--- src/rtl/traffic_pkg.sv ---
// rtl/traffic_pkg.sv - phase, light and direction types shared by the intersection scheduler
package traffic_pkg;

    typedef enum logic [2:0] {
        NS_GREEN     = 3'd0,
        NS_YELLOW    = 3'd1,
        ALLRED_A     = 3'd2,
        EW_GREEN     = 3'd3,
        EW_YELLOW    = 3'd4,
        ALLRED_B     = 3'd5,
        PREEMPT_HOLD = 3'd6
    } phase_t;

    typedef enum logic {
        DIR_NS = 1'b0,
        DIR_EW = 1'b1
    } dir_t;

    localparam logic [2:0] LIGHT_RED    = 3'b100;
    localparam logic [2:0] LIGHT_YELLOW = 3'b010;
    localparam logic [2:0] LIGHT_GREEN  = 3'b001;

    // A head shows green/yellow only in its own direction's phases; red everywhere else.
    function automatic logic [2:0] head_lights(input phase_t p, input dir_t d);
        logic [2:0] l;
        l = LIGHT_RED;
        if (d == DIR_NS) begin
            if (p == NS_GREEN)  l = LIGHT_GREEN;
            if (p == NS_YELLOW) l = LIGHT_YELLOW;
        end else begin
            if (p == EW_GREEN)  l = LIGHT_GREEN;
            if (p == EW_YELLOW) l = LIGHT_YELLOW;
        end
        return l;
    endfunction

endpackage

--- src/rtl/traffic_phase_scheduler_if.sv ---
// rtl/traffic_phase_scheduler_if.sv - request/strobe inputs and head/walk outputs of the scheduler
interface traffic_phase_scheduler_if;
    import traffic_pkg::*;

    logic       tick_en;
    logic       ped_req_ns;
    logic       ped_req_ew;
    logic       preempt;
    logic [2:0] ns_lights;
    logic [2:0] ew_lights;
    logic       walk_ns;
    logic       walk_ew;
    phase_t     phase;

    modport master (
        output tick_en, ped_req_ns, ped_req_ew, preempt,
        input  ns_lights, ew_lights, walk_ns, walk_ew, phase
    );

    modport slave (
        input  tick_en, ped_req_ns, ped_req_ew, preempt,
        output ns_lights, ew_lights, walk_ns, walk_ew, phase
    );

endinterface

--- src/rtl/phase_timer.sv ---
// rtl/phase_timer.sv - tick counter for the current phase; done on the strobe that completes dur ticks
module phase_timer #(
    parameter int TIMER_W = 8
) (
    input  logic               clk,
    input  logic               reset,
    input  logic               clr,
    input  logic               tick_en,
    input  logic [TIMER_W-1:0] dur,
    output logic [TIMER_W-1:0] count,
    output logic               done
);

    // dur wraps to 0 when it equals 2**TIMER_W, and dur-1 then still yields the all-ones last count.
    assign done = tick_en && (count == dur - TIMER_W'(1));

    always_ff @(posedge clk or posedge reset) begin
        if (reset) begin
            count <= '0;
        end else if (clr || done) begin
            count <= '0;
        end else if (tick_en) begin
            count <= count + TIMER_W'(1);
        end
    end

endmodule

--- src/rtl/traffic_phase_scheduler.sv ---
// rtl/traffic_phase_scheduler.sv - two-approach phase FSM with pedestrian latches and emergency preemption
module traffic_phase_scheduler
    import traffic_pkg::*;
#(
    parameter int TIMER_W      = 8,
    parameter int GREEN_TICKS  = 20,
    parameter int YELLOW_TICKS = 4,
    parameter int ALLRED_TICKS = 2,
    parameter int WALK_TICKS   = 8
) (
    input  logic                      clk,
    input  logic                      reset,
    traffic_phase_scheduler_if.slave  bus
);

    localparam int MAX_DUR = (GREEN_TICKS > YELLOW_TICKS)
                           ? ((GREEN_TICKS > ALLRED_TICKS) ? GREEN_TICKS : ALLRED_TICKS)
                           : ((YELLOW_TICKS > ALLRED_TICKS) ? YELLOW_TICKS : ALLRED_TICKS);
    localparam logic [31:0] WALK_LIMIT = 32'(WALK_TICKS);

    generate
        if (WALK_TICKS < 1 || WALK_TICKS > GREEN_TICKS) begin : g_bad_walk
            $error("WALK_TICKS must lie in 1..GREEN_TICKS");
        end
        if (GREEN_TICKS < 1 || YELLOW_TICKS < 1 || ALLRED_TICKS < 1) begin : g_bad_dur
            $error("phase durations must be at least one tick");
        end
        if (TIMER_W < 1 || TIMER_W > 31 || (MAX_DUR - 1) >= (1 << TIMER_W)) begin : g_bad_width
            $error("TIMER_W cannot hold the longest phase duration minus one");
        end
    endgenerate

    phase_t             cur_phase;
    phase_t             next_phase;
    dir_t               last_served;
    logic               latch_ns;
    logic               latch_ew;
    logic               served_ns;
    logic               served_ew;
    logic               timer_clr;
    logic [TIMER_W-1:0] dur;
    logic [TIMER_W-1:0] timer;
    logic               timer_done;
    logic               enter_ns;
    logic               enter_ew;
    logic               walk_window;

    phase_timer #(.TIMER_W(TIMER_W)) u_timer (
        .clk     (clk),
        .reset   (reset),
        .clr     (timer_clr),
        .tick_en (bus.tick_en),
        .dur     (dur),
        .count   (timer),
        .done    (timer_done)
    );

    always_comb begin
        dur = TIMER_W'(ALLRED_TICKS);
        case (cur_phase)
            NS_GREEN, EW_GREEN:   dur = TIMER_W'(GREEN_TICKS);
            NS_YELLOW, EW_YELLOW: dur = TIMER_W'(YELLOW_TICKS);
            default:              ;
        endcase
    end

    // Preempt cuts a green short without waiting for a strobe; yellow and all-red always run their full time.
    always_comb begin
        next_phase = cur_phase;
        timer_clr  = 1'b0;
        case (cur_phase)
            NS_GREEN: begin
                if (bus.preempt) begin
                    next_phase = NS_YELLOW;
                    timer_clr  = 1'b1;
                end else if (timer_done) begin
                    next_phase = NS_YELLOW;
                end
            end
            EW_GREEN: begin
                if (bus.preempt) begin
                    next_phase = EW_YELLOW;
                    timer_clr  = 1'b1;
                end else if (timer_done) begin
                    next_phase = EW_YELLOW;
                end
            end
            NS_YELLOW: if (timer_done) next_phase = ALLRED_B;
            EW_YELLOW: if (timer_done) next_phase = ALLRED_A;
            ALLRED_A, ALLRED_B: begin
                if (timer_done) begin
                    if (bus.preempt)                next_phase = PREEMPT_HOLD;
                    else if (last_served == DIR_NS) next_phase = EW_GREEN;
                    else                            next_phase = NS_GREEN;
                end
            end
            PREEMPT_HOLD: begin
                timer_clr = 1'b1;
                if (!bus.preempt) next_phase = ALLRED_A;
            end
            default: begin
                next_phase = ALLRED_A;
                timer_clr  = 1'b1;
            end
        endcase
    end

    assign enter_ns = (next_phase == NS_GREEN) && (cur_phase != NS_GREEN);
    assign enter_ew = (next_phase == EW_GREEN) && (cur_phase != EW_GREEN);

    // A request seen on the entry edge itself belongs to the following green, so it refills the latch.
    always_ff @(posedge clk or posedge reset) begin
        if (reset) begin
            cur_phase   <= ALLRED_A;
            last_served <= DIR_EW;
            latch_ns    <= 1'b0;
            latch_ew    <= 1'b0;
            served_ns   <= 1'b0;
            served_ew   <= 1'b0;
        end else begin
            cur_phase <= next_phase;
            if (enter_ns) begin
                last_served <= DIR_NS;
                served_ns   <= latch_ns;
                latch_ns    <= bus.ped_req_ns;
            end else begin
                latch_ns    <= latch_ns | bus.ped_req_ns;
            end
            if (enter_ew) begin
                last_served <= DIR_EW;
                served_ew   <= latch_ew;
                latch_ew    <= bus.ped_req_ew;
            end else begin
                latch_ew    <= latch_ew | bus.ped_req_ew;
            end
        end
    end

    assign walk_window   = (32'(timer) < WALK_LIMIT);
    assign bus.walk_ns   = (cur_phase == NS_GREEN) && served_ns && walk_window;
    assign bus.walk_ew   = (cur_phase == EW_GREEN) && served_ew && walk_window;
    assign bus.ns_lights = head_lights(cur_phase, DIR_NS);
    assign bus.ew_lights = head_lights(cur_phase, DIR_EW);
    assign bus.phase     = cur_phase;

endmodule

--- src/flat_wrapper.sv ---
// flat-port wrapper written by rule: the top's interface ports become plain ports
module traffic_phase_scheduler_flat import traffic_pkg::*;
#(
    parameter int TIMER_W      = 8,
    parameter int GREEN_TICKS  = 20,
    parameter int YELLOW_TICKS = 4,
    parameter int ALLRED_TICKS = 2,
    parameter int WALK_TICKS   = 8
)
  (clk, reset, bus_tick_en, bus_ped_req_ns, bus_ped_req_ew, bus_preempt, bus_ns_lights, bus_ew_lights, bus_walk_ns, bus_walk_ew, bus_phase);
  traffic_phase_scheduler_if bus_i ();
  input  logic clk;
  input  logic reset;
  input wire logic [$bits(bus_i.tick_en)-1:0] bus_tick_en;
  input wire logic [$bits(bus_i.ped_req_ns)-1:0] bus_ped_req_ns;
  input wire logic [$bits(bus_i.ped_req_ew)-1:0] bus_ped_req_ew;
  input wire logic [$bits(bus_i.preempt)-1:0] bus_preempt;
  output wire logic [$bits(bus_i.ns_lights)-1:0] bus_ns_lights;
  output wire logic [$bits(bus_i.ew_lights)-1:0] bus_ew_lights;
  output wire logic [$bits(bus_i.walk_ns)-1:0] bus_walk_ns;
  output wire logic [$bits(bus_i.walk_ew)-1:0] bus_walk_ew;
  output wire logic [$bits(bus_i.phase)-1:0] bus_phase;
  assign bus_i.tick_en = bus_tick_en;
  assign bus_i.ped_req_ns = bus_ped_req_ns;
  assign bus_i.ped_req_ew = bus_ped_req_ew;
  assign bus_i.preempt = bus_preempt;
  assign bus_ns_lights = bus_i.ns_lights;
  assign bus_ew_lights = bus_i.ew_lights;
  assign bus_walk_ns = bus_i.walk_ns;
  assign bus_walk_ew = bus_i.walk_ew;
  assign bus_phase = bus_i.phase;
  traffic_phase_scheduler #(.TIMER_W(TIMER_W), .GREEN_TICKS(GREEN_TICKS), .YELLOW_TICKS(YELLOW_TICKS), .ALLRED_TICKS(ALLRED_TICKS), .WALK_TICKS(WALK_TICKS)) u_core (.clk(clk), .reset(reset), .bus(bus_i));
endmodule
--- config.mk ---
export PLATFORM = sky130hd
export DESIGN_NAME = traffic_phase_scheduler_flat
export DESIGN_NICKNAME = d
export VERILOG_FILES = /design/src/rtl/traffic_pkg.sv /design/src/rtl/traffic_phase_scheduler_if.sv /design/src/rtl/phase_timer.sv /design/src/rtl/traffic_phase_scheduler.sv /design/src/flat_wrapper.sv
export SDC_FILE = /design/constraint.sdc
export NUM_CORES = 1
export LEC_CHECK = 0
export CORE_UTILIZATION = 48
export DETAILED_ROUTE_END_ITERATION = 8
export GPL_TIMING_DRIVEN = 0
export PLACE_DENSITY_LB_ADDON = 0.25
export SYNTH_ARGS = -nofsm -noshare
export SYNTH_HDL_FRONTEND = slang
export SYNTH_SLANG_ARGS = --single-unit
--- constraint.sdc ---
create_clock -name clk -period 5 [get_ports clk]
set_input_delay 0.5 -clock clk [delete_from_list [all_inputs] [get_ports clk]]
set_output_delay 0.5 -clock clk [all_outputs]
set_load 0.02 [all_outputs]
==> results of run 1 <==
[state kept, by name (all words and copies together) (netlist names)]
register,cells
u_core.served_ns,1
u_core.bus.phase,3
u_core.latch_ew,1
u_core.served_ew,1
u_core.latch_ns,1
u_core.u_timer.count,8
u_core.last_served,1
[worst paths after layout]
kind,from,endpoint,slack [ps]
max,u_core.bus.phase[1]$_DFF_PP1_,bus_walk_ew,2320
min,u_core.served_ew$_DFFE_PP0P_,u_core.served_ew$_DFFE_PP0P_,490
max reg2reg,u_core.bus.phase[1]$_DFF_PP1_,u_core.served_ns$_DFFE_PP0P_,2870
min reg2reg,u_core.served_ew$_DFFE_PP0P_,u_core.served_ew$_DFFE_PP0P_,490
max in group asynchronous,reset,u_core.bus.phase[0]$_DFF_PP0_,4010
min in group asynchronous,reset,u_core.u_timer.count[7]$_DFFE_PP0P_,580
[cells by family after synthesis]
logic type,after synthesis
XOR/XNOR,9
AO/OA/AOI/OAI,13
adder cells (fa/ha/maj),2
flip-flops,16
AND/OR/NAND/NOR,48
buffers and inverters,9
multiplexers,5
[through the flow]
| stage | area [µm²] | util [%] | instances | total power, mW | setup WS [ps] |
|---|---|---|---|---|---|
| after floorplan | 992 | - | 102 | 0.443 | 2830 |
| after global placement | 1190 | 60.5 | 145 | 0.540 | 2410 |
| after detailed placement | 1190 | 60.5 | 145 | 0.550 | 2390 |
| after CTS | 1210 | 61.8 | 149 | 0.626 | 2330 |
| after global routing | 1210 | 61.8 | 149 | 0.669 | 2180 |
| final | 1210 | 61.8 | 149 | 0.621 | 2320 |
[cell usage in the layout, fill, tap and decap left out, drive strengths merged, types with 2 or more instances in the layout]
master          n
buf             3
mux2            2
clkdlybuf4s50  16
dfstp           2
o31ai           2
dfrtp          14
nor2           14
clkbuf          5
inv             5
o21ai           3
xnor2           2
nor4            3
mux2i           3
nor2b           3
nand3           2
nor3            3
xor2            7
nand4           4
nand2           6
and3            6
[power by group]
| part | leakage [nW] | total (mW) | switching (mW) | internal, mW |
|---|---|---|---|---|
| logic | 0.343 | 0.329 | 0.177 | 0.152 |
| registers | 0.191 | 0.220 | 0.0465 | 0.174 |
| clock network | 0.0150 | 0.0722 | 0.0413 | 0.0309 |
| total | 0.550 | 0.621 | 0.264 | 0.357 |
[cell type report]
cell class	instances	area, µm²	area share (%)
buffer	4	25.0	2.06
multi-input combinational	77	546	45.0
clock buffer	4	26.3	2.17
inverter	5	18.8	1.55
tap	27	33.8	2.79
sequential	16	403	33.2
timing repair buffer	16	160	13.2
[metal layers]
layer	vias up	GRT usage [%]	part of all wire, %
met5	-	0	0
met4	0	10.3	0
met3	0	4.53	4.4
met2	20	29.3	50
met1	403	28.2	46
li1	399	-	-
==> flow_summary.rst, run 1 <==
.. list-table::
   :header-rows: 1

   * - Metric
     - Value
   * - Cts bufs inserted
     - 3
   * - Worst Path Buf+Inv
     - 2
   * - Hold Buf Count CTS
     - 0
   * - Total die area
     - 0.00225 mm²
   * - Post-detailed-route wirelength per cell
     - 13.2 µm
   * - First-pass iteration count of the detailed router
     - 4
   * - Synth Area in Simple Gates
     - 28.2%
   * - Setup CP Type
     - reg2out
   * - Syn_area_per_cell
     - 9.73 µm²
   * - CTS clock-pin slew for the worst setup and hold paths
     - 90 ps
   * - Initial cell density of the core
     - about half
   * - Syn Inst Count
     - 102
   * - Number of slew-limit violations in the final report
     - 0
   * - Async set-or-reset flop fraction in the synthesized netlist
     - 100%
   * - Number of endpoints failing setup at the final stage
     - 0
   * - Clock net sink count
     - 16
   * - Cells on worst reg2reg path
     - 5
   * - Worst ir drop on vdd
     - between 0.0003 and 0.0004 V
   * - Synthesis-stage register bit count
     - 16
   * - Global-route total usage across every layer
     - 20.2%
   * - Final critical-path required period
     - 2680 ps
   * - Summed instance area of the synthesized netlist
     - 992 µm²
   * - Cells along the critical path
     - clkbuf_1, and3_1, and3_1, clkdlybuf4s50_1
   * - Core area
     - 0.00196 mm²
   * - Worst-path fanout max
     - 10
   * - Number of antenna violations at the first check in global routing
     - 0
   * - Leading post-synthesis cells by cell area
     - sky130_fd_sc_hd__dfrtp_1, sky130_fd_sc_hd__xor2_1, sky130_fd_sc_hd__dfstp_2, sky130_fd_sc_hd__nor2_1, sky130_fd_sc_hd__and3_1
   * - Total via count after detailed routing
     - around 800
   * - Routability-driven placement congestion ratio
     - between 0.8 and 0.9
   * - Setup total negative slack
     - 0 ps
   * - Setup bufs post-CTS
     - 0
   * - Flip-flop cell with the highest count after synthesis
     - sky130_fd_sc_hd__dfrtp_1
   * - First-pass GRT wire length
     - 3080 µm
   * - Relative slew slack
     - 58.3%
   * - Antenna viol nets, final
     - 0
   * - Number of unique standard cell types used by synthesis
     - 43
   * - Xor-xnor portion of the synthesized cell area
     - about 7.9%
   * - Share of the yosys chip area belonging to registers
     - 40.6%
   * - Arrival time at the worst endpoint
     - between 2000 and 2500 ps
   * - Peak clock frequency supported by timing
     - 373 MHz
   * - Height of the chip
     - 47.5 µm
   * - Levels on crit path
     - 4
   * - Fraction of the mapped netlist area in compound gates
     - between 10% and 20%
   * - Master cell of the clock root buffer
     - sky130_fd_sc_hd__clkbuf_4
   * - Standby leakage power
     - 0.550 nW
   * - Worst Hold Margin
     - approximately 500 ps
   * - Req. time, crit path
     - 4500 ps
   * - Cell mode on critical path
     - sky130_fd_sc_hd__and3_1
   * - Portion of synthesized cell area occupied by the leading cell type
     - between 30% and 40%
   * - Crit path launch type
     - register
   * - Via count of the first global-routing pass
     - 697
   * - Net count after synthesis
     - 109
   * - Fraction of layout instances using a drive strength above 1
     - 12.3%
   * - Slowest cell on the critical path
     - sky130_fd_sc_hd__clkdlybuf4s50_1
   * - Filler cell count in the final layout
     - 185
   * - Max-Cap Viols
     - 0
   * - Congestion Overflow GR
     - 0
   * - Clock Skew
     - 9.57 ps
   * - Maximum clock path buffer count
     - 2
   * - TritonCTS clock tree
     - yes
   * - Status
     - finished, final reports clean
   * - Area Growth Syn to Fin
     - 22.2%
   * - Kind of end point of the critical path
     - output pin
   * - Number of diodes
     - 0
   * - I/O Buffers
     - 16
   * - Horizontal extent of the die
     - 47.5 µm
   * - Detailed Place HPWL
     - 1420 µm
   * - Largest area contributor in the netlist
     - sky130_fd_sc_hd__dfrtp_1
   * - FP Rows
     - 16
   * - Fraction of synthesized area in multiplexers
     - 5.67%
   * - Post-CTS sizing
     - 0
   * - EDFF count, synth
     - 0
   * - Dominant combinational cell family by area after synthesis
     - simple AND/OR/NAND/NOR gates
   * - Final hold violation count
     - 0
   * - Number of nets in the layout
     - 130
   * - Hold Path Depth
     - 1
   * - RSZ-0062 raised after global routing
     - false
   * - Longest individual stage delay on the worst path
     - 600 ps
   * - Top cell family by delay on the critical path
     - buffers and inverters
   * - Transition time at the pin with the least slew margin
     - 625 ps
   * - YS warnings
     - 0
   * - Insertion delay to the later sink of the worst-skew pair
     - 290 ps
   * - Via-per-instance ratio
     - 5.52
   * - Worst min-delay path category
     - reg2reg
   * - Synth cell count leaders
     - sky130_fd_sc_hd__dfrtp_1, sky130_fd_sc_hd__nor2_1, sky130_fd_sc_hd__xor2_1
   * - Fraction of the mapped netlist area in adder cells
     - 2.27%
   * - Final Cycle Share
     - a little over half
   * - Power Dens Cells
     - 512 mW/mm²
   * - Number of remaining DRC errors
     - 0
   * - Number of H-tree branching levels
     - 1
   * - Post-detailed-routing wire length
     - 1970 µm
   * - Detailed Route Iter0 Violations
     - 22
   * - Number of placed I/O pins
     - 17
   * - Pin count of the biggest net entering global routing
     - 17
Power figures use the tool's default switching activity.
==> run 2: changes to the inputs <==
==> constraint.sdc (replaced) <==
create_clock -name clk -period 2.8 [get_ports clk]
set_input_delay 0.28 -clock clk [delete_from_list [all_inputs] [get_ports clk]]
set_output_delay 0.28 -clock clk [all_outputs]
set_load 0.02 [all_outputs]
==> results of run 2 <==
The final DEF is identical to that of run 1. Status: finished, final reports clean.
Among the figures that moved: setup slack after placement 2390 ps -> 412 ps; clock-pin slew on the worst setup and hold paths 90 ps -> 100 ps; setup slack after layout 2320 ps -> 340 ps; hold slack 489 ps -> 358 ps; register-to-register setup slack 2870 ps -> 670 ps; total power 0.621 mW -> 1.11 mW; worst IR drop on VDD 0.000315 V -> 0.000562 V
